===== config.mk =====
export PLATFORM = sky130hd
export DESIGN_NAME = hazard_scoreboard_flat
export DESIGN_NICKNAME = d
export VERILOG_FILES = /design/src/rtl/hazard_scoreboard_if.sv /design/src/rtl/hazard_scoreboard.sv /design/src/flat_wrapper.sv
export SDC_FILE = /design/constraint.sdc
export NUM_CORES = 1
export LEC_CHECK = 0
export CAP_MARGIN = 10
export CORE_MARGIN = 4
export CORE_UTILIZATION = 50
export CTS_CLUSTER_SIZE = 30
export DETAILED_ROUTE_END_ITERATION = 10
export DONT_BUFFER_PORTS = 1
export PLACE_DENSITY_LB_ADDON = 0.15
export SETUP_SLACK_MARGIN = 0.02
export SYNTH_ARGS = -nofsm -noshare
export SYNTH_HDL_FRONTEND = slang
export SYNTH_SLANG_ARGS = --single-unit
export TNS_END_PERCENT = 10

===== constraint.sdc =====
create_clock -name clk -period 1.7 [get_ports clk]
set_input_delay 0.34 -clock clk [delete_from_list [all_inputs] [get_ports clk]]
set_output_delay 0.34 -clock clk [all_outputs]
set_load 0.1 [all_outputs]

===== src/rtl/hazard_scoreboard_if.sv =====
// Decode-side hazard bus between the decode stage and the hazard scoreboard.
//
// Handshake: issue_valid qualifies src_addr/src_valid/dst_addr/dst_wr as a real
// instruction in decode. dmem_ready/imem_ready are memory-side ready flags.
// A low ready raises stall in the same cycle, and all pipeline state holds on
// that edge. Nothing is accepted or advanced on an edge where stall is high.
interface hazard_scoreboard_if #(
    parameter int NUM_SRC    = 2,
    parameter int REG_ADDR_W = 5,
    parameter int WB_DEPTH   = 3
);
    logic [NUM_SRC*REG_ADDR_W-1:0] src_addr;
    logic [NUM_SRC-1:0]            src_valid;
    logic [REG_ADDR_W-1:0]         dst_addr;
    logic                          dst_wr;
    logic                          issue_valid;
    logic                          jump_taken;
    logic                          dmem_ready;
    logic                          imem_ready;
    logic                          stall;
    logic                          data_hazard;
    logic                          control_hazard;
    logic [WB_DEPTH-1:0]           sb_valid;

    // Pipeline side: drives decode/memory status and consumes hazard controls.
    modport master (
        output src_addr, src_valid, dst_addr, dst_wr, issue_valid,
        output jump_taken, dmem_ready, imem_ready,
        input  stall, data_hazard, control_hazard, sb_valid
    );

    // Scoreboard side.
    modport slave (
        input  src_addr, src_valid, dst_addr, dst_wr, issue_valid,
        input  jump_taken, dmem_ready, imem_ready,
        output stall, data_hazard, control_hazard, sb_valid
    );
endinterface


===== src/rtl/hazard_scoreboard.sv =====
// Hazard scoreboard: tracks in-flight register writes in a shift scoreboard.
// It raises RAW data hazards for the decode operands and generates the memory
// stall. It also holds a fixed-length decode squash after each taken jump.
module hazard_scoreboard #(
    parameter int NUM_SRC     = 2,
    parameter int REG_ADDR_W  = 5,
    parameter int WB_DEPTH    = 3,
    parameter int FLUSH_DEPTH = 2,
    parameter int BYPASS      = 0
) (
    input logic          clk,
    input logic          rst,
    hazard_scoreboard_if.slave bus
);
    // The counter is at least 2 bits wide and also wide enough to hold FLUSH_DEPTH.
    localparam int FC_W = ($clog2(FLUSH_DEPTH + 1) > 2) ? $clog2(FLUSH_DEPTH + 1) : 2;

    logic [WB_DEPTH-1:0]   v_q;
    logic [REG_ADDR_W-1:0] addr_q [WB_DEPTH];
    logic [FC_W-1:0]       fc_q;

    logic stall_c;
    logic raw_c;
    logic data_hazard_c;
    logic control_hazard_c;
    logic entry_v_in;

    // Stall from memory readiness. Forced low while reset is held.
    always_comb begin
        stall_c = ~rst & (~bus.dmem_ready | (bus.jump_taken & ~bus.imem_ready));
    end

    // Squash decode while the flush counter is running.
    always_comb begin
        control_hazard_c = ~rst & (fc_q != '0);
    end

    // RAW match of any read operand against any valid in-flight write.
    // x0 never matches. With bypass, the last entry is forwarded, so it is not a hazard.
    always_comb begin
        raw_c = 1'b0;
        for (int i = 0; i < NUM_SRC; i++) begin
            for (int k = 0; k < WB_DEPTH; k++) begin
                if (!((BYPASS != 0) && (k == WB_DEPTH - 1))) begin
                    if (bus.src_valid[i] &&
                        (bus.src_addr[i*REG_ADDR_W +: REG_ADDR_W] != '0) &&
                        v_q[k] &&
                        (addr_q[k] == bus.src_addr[i*REG_ADDR_W +: REG_ADDR_W])) begin
                        raw_c = 1'b1;
                    end
                end
            end
        end
    end

    // A squashed instruction cannot be stalled, so the control hazard masks the data hazard.
    always_comb begin
        data_hazard_c = bus.issue_valid & raw_c & ~control_hazard_c & ~rst;
    end

    // Only a real, non-bubbled, non-squashed write to a register other than x0 enters the scoreboard.
    always_comb begin
        entry_v_in = bus.issue_valid & bus.dst_wr & ~data_hazard_c &
                     ~control_hazard_c & (bus.dst_addr != '0);
    end

    // Shift the scoreboard one stage per non-stalled edge. The oldest entry drops off.
    always_ff @(posedge clk) begin
        if (rst) begin
            v_q <= '0;
            for (int k = 0; k < WB_DEPTH; k++) begin
                addr_q[k] <= '0;
            end
        end else if (!stall_c) begin
            for (int k = WB_DEPTH - 1; k > 0; k--) begin
                v_q[k]    <= v_q[k-1];
                addr_q[k] <= addr_q[k-1];
            end
            v_q[0]    <= entry_v_in;
            addr_q[0] <= bus.dst_addr;
        end
    end

    // Flush counter: loads on an accepted taken jump and counts down otherwise. It ignores jumps that are being squashed.
    always_ff @(posedge clk) begin
        if (rst) begin
            fc_q <= '0;
        end else if (!stall_c) begin
            if (bus.jump_taken && !control_hazard_c) begin
                fc_q <= FC_W'(FLUSH_DEPTH);
            end else if (fc_q != '0) begin
                fc_q <= fc_q - FC_W'(1);
            end
        end
    end

    // Drive the bus outputs.
    always_comb begin
        bus.stall          = stall_c;
        bus.data_hazard    = data_hazard_c;
        bus.control_hazard = control_hazard_c;
        bus.sb_valid       = v_q;
    end
endmodule


===== src/flat_wrapper.sv =====
// flat-port wrapper written by rule: the top's interface ports become plain ports
module hazard_scoreboard_flat 
#(
    parameter int NUM_SRC     = 2,
    parameter int REG_ADDR_W  = 5,
    parameter int WB_DEPTH    = 3,
    parameter int FLUSH_DEPTH = 2,
    parameter int BYPASS      = 0
)
  (clk, rst, bus_src_addr, bus_src_valid, bus_dst_addr, bus_dst_wr, bus_issue_valid, bus_jump_taken, bus_dmem_ready, bus_imem_ready, bus_stall, bus_data_hazard, bus_control_hazard, bus_sb_valid);
  hazard_scoreboard_if #(.NUM_SRC(NUM_SRC), .REG_ADDR_W(REG_ADDR_W), .WB_DEPTH(WB_DEPTH)) bus_i ();
  input logic clk;
  input logic rst;
  input wire logic [$bits(bus_i.src_addr)-1:0] bus_src_addr;
  input wire logic [$bits(bus_i.src_valid)-1:0] bus_src_valid;
  input wire logic [$bits(bus_i.dst_addr)-1:0] bus_dst_addr;
  input wire logic [$bits(bus_i.dst_wr)-1:0] bus_dst_wr;
  input wire logic [$bits(bus_i.issue_valid)-1:0] bus_issue_valid;
  input wire logic [$bits(bus_i.jump_taken)-1:0] bus_jump_taken;
  input wire logic [$bits(bus_i.dmem_ready)-1:0] bus_dmem_ready;
  input wire logic [$bits(bus_i.imem_ready)-1:0] bus_imem_ready;
  output wire logic [$bits(bus_i.stall)-1:0] bus_stall;
  output wire logic [$bits(bus_i.data_hazard)-1:0] bus_data_hazard;
  output wire logic [$bits(bus_i.control_hazard)-1:0] bus_control_hazard;
  output wire logic [$bits(bus_i.sb_valid)-1:0] bus_sb_valid;
  assign bus_i.src_addr = bus_src_addr;
  assign bus_i.src_valid = bus_src_valid;
  assign bus_i.dst_addr = bus_dst_addr;
  assign bus_i.dst_wr = bus_dst_wr;
  assign bus_i.issue_valid = bus_issue_valid;
  assign bus_i.jump_taken = bus_jump_taken;
  assign bus_i.dmem_ready = bus_dmem_ready;
  assign bus_i.imem_ready = bus_imem_ready;
  assign bus_stall = bus_i.stall;
  assign bus_data_hazard = bus_i.data_hazard;
  assign bus_control_hazard = bus_i.control_hazard;
  assign bus_sb_valid = bus_i.sb_valid;
  hazard_scoreboard #(.NUM_SRC(NUM_SRC), .REG_ADDR_W(REG_ADDR_W), .WB_DEPTH(WB_DEPTH), .FLUSH_DEPTH(FLUSH_DEPTH), .BYPASS(BYPASS)) u_core (.clk(clk), .rst(rst), .bus(bus_i));
endmodule

==> metrics, run 1 <==
Power Internal=775 uW; Cell Area, Synth=approximately 1200 um^2; htree depth=1; most frequent cells in the layout=xor2_1, and2_1, edfxtp_1; Post-Route WL=2510 um; Syn-to-layout area delta=22.0%; Post-Syn Instances=approximately 110; antenna diode count=0; NetSw=~320 uW; worst-margin pin slew=between 0.3 and 0.4 ns; Ys Warns=0; Fin. Hold Viols=0; CTS tree=built; pwr dens=approximately 760 nW/um^2; clk sinks=20; Leak Pwr=roughly 0.56 nW; chip width=between 50 and 60 um; initial antenna violation count=0; VDD IR max=approximately 530 uV; GRT Util Overall=about 17%; Final Skew=roughly 0.00039 ns; Initial Util=52.9%; capturing element type of the critical path=output pin; initial DRC count=38; final core utilization=between 60% and 70%; Critical Path AT=roughly 1.9 ns; Num CTS Buffers=3; drc violations=0; Syn Area/Cell=between 10 and 15 um^2; gr ovfl total=0; routed vias/inst=roughly 5.6; # IOs=30; Clock Latency Late Sink=about 0.29 ns; Syn Nets=roughly 140; kind of start point of the critical path=flip-flop; Root Buffer Master=clkbuf_4; outcome=complete, but fails checks; switch share=between 20% and 30%; CTS clock-pin slew for the worst setup and hold paths=0.11 ns; Distinct cells, synth=23; core area=2210 um^2; Placement Rows=17; CTS Buffer Depth=2; DPL Wire Length=just over 2000 um; slew margin rel.=76.3%; clock network fraction of total power=20.9%; share of power burned in registers=54.5%; commonest non-fill, non-tap cell in the layout=xor2_1; port bufs=0; Fmax=approximately 450 MHz; final instance area=between 1000 and 1500 um^2; RSZ-0062 raised after global routing=yes; Synth Register Bits=20; Placed Area=~1300 um^2; Worst Setup Slack, final=-0.517 ns; Worst Path Required=1.36 ns; Max Slew Vio Count=0; number of global-route vias before repair=between 900 and 1k; min Tclk post-route=2.22 ns; overall via count from detail_route=approximately 900; Seq/Total Area, Yosys=47.1%; fin crit share=130%; wire per inst=around 16 um; Logic pwr share=approximately a quarter; Max Fanout on Critical Path=2; Final ANT Viol Nets=0; largest net degree at the start of global routing=16; Hold WC Path Type=in -> reg; fin nets=about 150; Die ar.=about 3200 um^2; Power Total=between 1 and 1.5 mW; critical path class=reg -> out; GP Congestion=roughly 0.89; die height=roughly 56 um; first-pass GRT wire length=4110 um; DRT Pass-1 Iters=4; FILL cells=~200; layout cells sized above 1=between 20% and 30%; failing checks=negative setup slack; MaxCap Viol Count=0; quantity of hold-fixing buffers added after cts=0; final setup vio count=2
==> logic make-up after synthesis <==
logic type	synth area share, %
AO/OA/AOI/OAI	7.81
buffers and inverters	1.92
adder cells (fa/ha/maj)	1.07
flip-flops	47.1
XOR/XNOR	22.5
AND/OR/NAND/NOR	19.7
==> power groups by stage <==
stage / registers [mW] / logic (mW) / clock network [mW]
final: 0.594 / 0.269 / 0.228
after global placement: 0.604 / 0.234 / 0
after CTS: 0.594 / 0.259 / 0.236
after detailed placement: 0.606 / 0.242 / 0
after global routing: 0.599 / 0.290 / 0.255
after floorplan: 0.612 / 0.164 / 0
==> worst paths after layout <==
kind / slack [ns] / from / depth (start not counted) / to
worst max-delay path: -0.52 / u_core.addr_q[0][10] / 6 / bus_data_hazard
worst min register to register: 0.48 / u_core.fc_q[0] / 2 / u_core.fc_q[0]
worst max register to register: -0.08 / u_core.addr_q[0][10] / 7 / u_core.bus.sb_valid[0]
worst min-delay path: 0.10 / rst / 1 / u_core.fc_q[0]
==> metrics by stage <==
step / instances / worst slack, ns / TNS (ns) / hold WS [ns]
2_1_floorplan: 111 / -0.124 / -0.270 / 0.409
3_3_place_gp: 149 / -0.213 / -0.393 / 0.413
3_5_place_dp: 149 / -0.245 / -0.474 / 0.416
4_1_cts: 155 / -0.519 / -0.597 / 0.0910
5_1_grt: 156 / -0.604 / -0.750 / 0.0851
6_report: 156 / -0.517 / -0.602 / 0.104
==> final cells by class <==
cell class | count | area (um^2) | share of cell area, %
multi-input cells | 85 | 643 | 45.0
flip-flops and latches | 20 | 554 | 38.8
repair buffers | 15 | 154 | 10.8
well taps | 28 | 35.0 | 2.45
clock buffers | 4 | 26.3 | 1.84
inverters | 4 | 15.0 | 1.05
==> critical path, cell delays in order, from the launching register on <==
cell and delay [ns]:
edfxtp_1 0.44, xor2_1 0.17, nor4_2 0.32, nand3_1 0.12, a31oi_1 0.21, o21a_4 0.16
buf_12 0.17
==> registers in the layout, indices dropped and copies added (netlist names) <==
register             count
u_core.fc_q              2
u_core.addr_q           15
u_core.bus.sb_valid      3
==> Yosys cell counts <==
library cell	n	area [um^2]
o21ai_0	3	15.0
a22o_1	2	17.5
dfxtp_1	5	100
nand2_1	4	15.0
xnor2_1	6	52.6
nand2b_1	1	6.26
nor4_1	6	37.5
nor2b_1	1	6.26
edfxtp_1	15	450
o21ai_1	1	5.00
nand3_1	6	30.0
a211oi_1	1	7.51
xor2_1	24	210
o41ai_2	1	16.3
a21oi_1	2	10.0
nor2_1	5	18.8
a31oi_1	2	12.5
ha_1	1	12.5
o21a_1	1	7.51
inv_1	4	15.0
or4_1	3	22.5
clkbuf_1	2	7.51
and2_1	15	93.8
==> per-layer routing <==
layer,part of all wire [%],GRT usage [%]
met1,44,19.9
met2,50,28.4
met5,0,0
met3,5.3,3.45
met4,0.84,6.78
==> timing repair <==
action	4_1_cts	5_1_grt
setup buffers	2	1
setup endpoints to repair	3	3
resized for setup	3	4
pin swaps	12	8
(Power assumes the default switching activity.)
==> inputs of run 2 (changes only) <==
Settings changed: CTS_BUF_LIST set to sky130_fd_sc_hd__clkbuf_16, CTS_CLUSTER_DIAMETER set to 40, RECOVER_POWER set to 25.
==> metrics, run 2 (synthesis results as in run 1) <==
Die ar.=3180 um^2 (unchanged); failing checks=negative setup slack (unchanged); commonest non-fill, non-tap cell in the layout=xor2_1 (unchanged); Placed Instances=149 (unchanged); critical path class=reg -> out (unchanged); most frequent cells in the layout=xor2_1, edfxtp_1, and2_1 (was xor2_1, and2_1, edfxtp_1); DR top layer=met4 (unchanged); Post-Route WL=2570 um (was 2510 um); drc violations=0 (unchanged); GRT Util Overall=17.2% (was 16.5%); Reg area=554 um^2 (unchanged); first-pass GRT wire length=4230 um (was 4110 um); fin nets=151 (was 154); Root Buffer Master=clkbuf_16 (was clkbuf_4); final instance area=1430 um^2 (about the same); Worst Setup Slack, final=-0.526 ns (was -0.517 ns); pwr dens=928 nW/um^2 (was 765 nW/um^2); routed vias/inst=5.69 (was 5.64); Initial Util=52.9% (unchanged); core area=2210 um^2 (unchanged); Hold Path Stages=1 (unchanged); number of global-route vias before repair=958 (was 955); Final Skew=0.00119 ns (was 0.000389 ns); htree depth=1 (unchanged); port bufs=0 (unchanged); min-delay src=rst (unchanged); Power Internal=985 uW (was 775 uW); min Tclk post-route=2.23 ns (was 2.22 ns); gr ovfl total=0 (unchanged); Max Slew Vio Count=0 (unchanged); chip width=56.4 um (unchanged); clk sinks=20 (unchanged); RSZ-0062 raised after global routing=yes (unchanged); Hold WC Path Type=in -> reg (unchanged); Worst Path Required=1.36 ns (about the same); CTS Buffer Depth=2 (unchanged); Num CTS Buffers=3 (unchanged); Leak Pwr=0.561 nW (about the same); r2r setup slk=-0.15 ns (was -0.08 ns); fin crit share=131% (was 130%); Worst path slowest cell=edfxtp_1 (unchanged); Final ANT Viol Nets=0 (unchanged); worst-margin pin slew=0.486 ns (was 0.352 ns); CTS clock-pin slew for the worst setup and hold paths=0.05 ns (was 0.11 ns); switch share=26.0% (was 29.0%); clock network fraction of total power=36.2% (was 20.9%); DRT Pass-1 Iters=4 (unchanged); FILL cells=197 (was 196); r2r startpoint=u_core.addr_q[0][1] (was u_core.addr_q[0][10]); Placement Rows=17 (unchanged); largest reg by FF count=u_core.addr_q (unchanged); met3 WL=184 um (was 134 um); layout cells sized above 1=17.6% (was 23.4%); capturing element type of the critical path=output pin (unchanged); Critical Path AT=1.89 ns (was 1.88 ns); CTS tree=built (unchanged); Placed Area=1340 um^2 (unchanged); Worst R2R End=u_core.bus.sb_valid[0] (unchanged); Syn-to-layout area delta=22.6% (was 22.0%); antenna diode count=0 (unchanged); Max Fanout on Critical Path=3 (was 2); pre-CTS setup slack=-0.245 ns (unchanged); Fin. Hold Viols=0 (unchanged); VDD IR max=617 uV (was 530 uV); initial DRC count=38 (unchanged); Multi-input gate area=631 um^2 (was 643 um^2); slew margin rel.=67.6% (was 76.3%); r2r worst-path depth=7 (unchanged); Clock Latency Late Sink=0.25 ns (was 0.29 ns); MaxCap Viol Count=0 (unchanged); wl on met1=1070 um (was 1100 um); cell chain of the critical path=xor2_1 > nor4_1 > nand3_1 > a31oi_1 > o21a_4 > buf_12 (was xor2_1 > nor4_2 > nand3_1 > a31oi_1 > o21a_4 > buf_12); max reg flops=15 (unchanged); DPL Wire Length=2040 um (unchanged); overall via count from detail_route=871 (was 880); NetSw=345 uW (was 317 uW); critical path's largest stage delay=0.43 ns (was 0.44 ns); share of power burned in registers=44.8% (was 54.5%); die height=56.4 um (unchanged); quantity of hold-fixing buffers added after cts=0 (unchanged); routed wire length on met2=1280 um (was 1250 um); Fmax=449 MHz (was 451 MHz); Post-Layout Cell Count=153 (was 156); Logic pwr share=19.0% (was 24.6%); GP Congestion=0.894 (unchanged); # IOs=30 (unchanged); largest net degree at the start of global routing=16 (unchanged); wire per inst=16.8 um (was 16.1 um); hold endpoint=u_core.fc_q[0] (unchanged); final setup vio count=2 (unchanged); kind of start point of the critical path=flip-flop (unchanged); outcome=complete, but fails checks (unchanged); initial antenna violation count=0 (unchanged)
run 2: cell types whose count changed in the layout (fill, tap and decap cells not counted), sizes merged:
cell	previous run	this run
buf	15	10
clkbuf	4	5
inv	4	5
run 2: repair_timing:
item                                    CTS  global route
endpoints found under the setup margin    2             3
pin swaps                                12             9
buffers inserted                          0             0
gates resized for setup                   2             2
run 2: per-layer routing:
metal  up-vias  GRT usage [%]
li1        417              -
met1       413           21.4
met2        36           28.4
met3         5           3.91
met4         0           7.80
met5         -              0
run 2: area by class of cell:
| cell class | count | area share [%] |
|---|---|---|
| clock buffers | 3 | 5.24 |
| clock inverters | 1 | 0.262 |
| flip-flops and latches | 20 | 38.7 |
| inverters | 4 | 1.05 |
| well taps | 28 | 2.44 |
| repair buffers | 12 | 8.38 |
| multi-input cells | 85 | 44.0 |
run 2: critical path: cells and delay by family (launching register included):
kind | cells | cell delay (ns)
AO/OA/AOI/OAI | 2 | 0.37
XOR/XNOR | 1 | 0.17
buffers and inverters | 1 | 0.17
AND/OR/NAND/NOR | 2 | 0.48
flip-flops | 1 | 0.43
run 2: power groups by stage:
stage / sequential (mW) / combinational [mW] / clock, mW
3_3_place_gp: 0.604 / 0.234 / 0
3_5_place_dp: 0.606 / 0.242 / 0
5_1_grt: 0.601 / 0.273 / 0.505
6_report: 0.596 / 0.253 / 0.481
2_1_floorplan: 0.612 / 0.164 / 0
4_1_cts: 0.597 / 0.249 / 0.489
run 2: how the worst max path moves through the flow:
stage	from	to	slack [ns]	cells past startpoint
6_report	u_core.addr_q[0][1]	bus_data_hazard	-0.53	6
5_1_grt	u_core.addr_q[0][1]	bus_data_hazard	-0.59	6
4_1_cts	u_core.addr_q[0][8]	bus_data_hazard	-0.45	6
3_5_place_dp	u_core.addr_q[0][10]	bus_data_hazard	-0.24	6
3_3_place_gp	u_core.addr_q[0][1]	bus_data_hazard	-0.21	6
2_1_floorplan	u_core.addr_q[0][1]	bus_data_hazard	-0.12	5
run 2: through the flow:
step	utilization, %	hold WS [ns]	TNS (ns)	total power [mW]
after global placement	60.6	0.413	-0.393	0.838
after detailed placement	60.6	0.416	-0.474	0.849
after CTS	64.8	0.150	-0.523	1.33
final	64.8	0.154	-0.672	1.33
after global routing	64.8	0.157	-0.798	1.38
after floorplan	-	0.409	-0.270	0.776
==> inputs of run 3 (changes only) <==
Settings changed: GPL_ROUTABILITY_DRIVEN set to 0.
==> metrics, run 3 (synthesis results as in run 1) <==
Fin. Hold Viols=0 (unchanged); Clock Latency Late Sink=0.25 ns (about the same); Placement Rows=17 (unchanged); Fin Hold WS=0.155 ns (was 0.154 ns); worst-margin pin slew=0.472 ns (was 0.486 ns); critical path class=reg -> out (unchanged); VDD IR max=570 uV (was 617 uV); Fmax=457 MHz (was 449 MHz); chip width=56.4 um (unchanged); GRT Util Overall=15.7% (was 17.2%); Final Skew=0.00497 ns (was 0.00119 ns); pre-CTS setup slack=-0.251 ns (was -0.245 ns); failing checks=negative setup slack (unchanged); Die ar.=3180 um^2 (unchanged); most frequent cells in the layout=xor2_1, edfxtp_1, and2_1 (unchanged); number of global-route vias before repair=925 (was 958); htree depth=1 (unchanged); gr ovfl total=0 (unchanged); Initial Util=52.9% (unchanged); DPL Wire Length=1870 um (was 2040 um); Worst Setup Slack, final=-0.490 ns (was -0.526 ns); Hold Path Stages=1 (unchanged); wire per inst=15.6 um (was 16.8 um); MaxCap Viol Count=0 (unchanged); core area=2210 um^2 (unchanged); critical path's largest stage delay=0.43 ns (about the same); Reg area=554 um^2 (unchanged); RSZ-0062 raised after global routing=yes (unchanged); Worst path slowest cell=edfxtp_1 (unchanged); Post-Route WL=2390 um (was 2570 um); port bufs=0 (unchanged); outcome=complete, but fails checks (unchanged); kind of start point of the critical path=flip-flop (unchanged); fin nets=151 (unchanged); Max Slew Vio Count=0 (unchanged); die height=56.4 um (unchanged); Max Fanout on Critical Path=2 (was 3); clk sinks=20 (unchanged); Placed Instances=149 (unchanged); antenna diode count=0 (unchanged); first-pass GRT wire length=3890 um (was 4230 um); slew margin rel.=68.5% (was 67.6%); pwr dens=907 nW/um^2 (was 928 nW/um^2); overall via count from detail_route=851 (was 871); Multi-input gate area=649 um^2 (was 631 um^2); capturing element type of the critical path=output pin (unchanged); min Tclk post-route=2.19 ns (was 2.23 ns); Post-Layout Cell Count=153 (unchanged); CTS clock-pin slew for the worst setup and hold paths=0.06 ns (was 0.05 ns); layout cells sized above 1=20.0% (was 17.6%); cell chain of the critical path=xor2_1 > nor4_2 > nand3_1 > a31oi_2 > o21a_4 > buf_12 (was xor2_1 > nor4_1 > nand3_1 > a31oi_1 > o21a_4 > buf_12); FILL cells=181 (was 197); max reg flops=15 (unchanged); final core utilization=65.7% (was 64.8%); r2r worst-path depth=7 (unchanged); Critical Path AT=1.85 ns (was 1.89 ns); routed vias/inst=5.56 (was 5.69); initial DRC count=23 (was 38); final setup vio count=2 (unchanged); Num CTS Buffers=3 (unchanged); largest reg by FF count=u_core.addr_q (unchanged); Root Buffer Master=clkbuf_16 (unchanged); Hold WC Path Type=in -> reg (unchanged); DRT Pass-1 Iters=4 (unchanged); largest net degree at the start of global routing=16 (unchanged); commonest non-fill, non-tap cell in the layout=xor2_1 (unchanged); r2r setup slk=-0.10 ns (was -0.15 ns); setup bufs post-CTS=0 (unchanged); # IOs=30 (unchanged); Worst Path Required=1.36 ns (about the same); fin crit share=129% (was 131%); initial antenna violation count=0 (unchanged); CTS tree=built (unchanged); Final ANT Viol Nets=0 (unchanged); Leak Pwr=0.558 nW (was 0.561 nW); quantity of hold-fixing buffers added after cts=0 (unchanged); CTS Buffer Depth=2 (unchanged); drc violations=0 (unchanged); Syn-to-layout area delta=24.2% (was 22.6%)
run 3: cell types whose count changed in the layout (fill, tap and decap cells not counted):
cell and delta:
a31oi_1 -2, a31oi_2 +2, and2_0 +1, and2_1 -1, clkinv_1 +1, inv_1 -1, nor4_1 -1, nor4_2 +1
run 3: path summary, 6_finish.rpt:
check,startpoint,end
max reg2reg,u_core.addr_q[0][10],u_core.bus.sb_valid[0]
min reg2reg,u_core.fc_q[0],u_core.fc_q[0]
min,rst,u_core.fc_q[0]
max,u_core.addr_q[0][10],bus_data_hazard
run 3: what timing repair did:
action	4_1_cts	5_1_grt
gates resized for setup	2	5
pin swaps	7	1
endpoints found under the setup margin	2	3
run 3: per-layer routing:
| layer | global-route usage (%) | vias up | wire, um | share of wire [%] |
|---|---|---|---|---|
| met5 | 0 | - | 0 | 0 |
| met4 | 9.83 | 0 | 43 | 1.8 |
| met3 | 2.99 | 4 | 175 | 7.3 |
| met2 | 25.4 | 29 | 1160 | 49 |
| met1 | 19.0 | 401 | 1010 | 42 |
| li1 | - | 417 | - | - |
run 3: layout make-up:
| type | count | share of cell area [%] |
|---|---|---|
| multi-input cells | 85 | 44.7 |
| flip-flops and latches | 20 | 38.2 |
| repair buffers | 12 | 8.27 |
| clock buffers | 3 | 5.17 |
| well taps | 28 | 2.41 |
| inverters | 4 | 1.03 |
| clock inverters | 1 | 0.258 |
run 3: critical path: cells and delay by family, from the launching register on:
kind	cells	cell delay, ns
buf+inv	1	0.17
xor+xnor	1	0.20
flops	1	0.43
compound gates	2	0.39
simple gates	2	0.42
run 3: stage by stage:
| step | power, mW | setup TNS, ns | area (um^2) |
|---|---|---|---|
| floorplan | 0.776 | -0.270 | 1190 |
| global placement | 0.836 | -0.413 | 1340 |
| detailed placement | 0.845 | -0.460 | 1340 |
| CTS | 1.33 | -0.608 | 1430 |
| global route | 1.38 | -0.773 | 1450 |
| finish | 1.32 | -0.591 | 1450 |
run 3: power by group:
part / total (mW) / leakage [nW] / internal (mW) / switching [mW]
clock: 0.472 / 0.0385 / 0.313 / 0.159
combinational: 0.249 / 0.316 / 0.106 / 0.143
sequential: 0.597 / 0.204 / 0.566 / 0.0307
total: 1.32 / 0.558 / 0.985 / 0.333
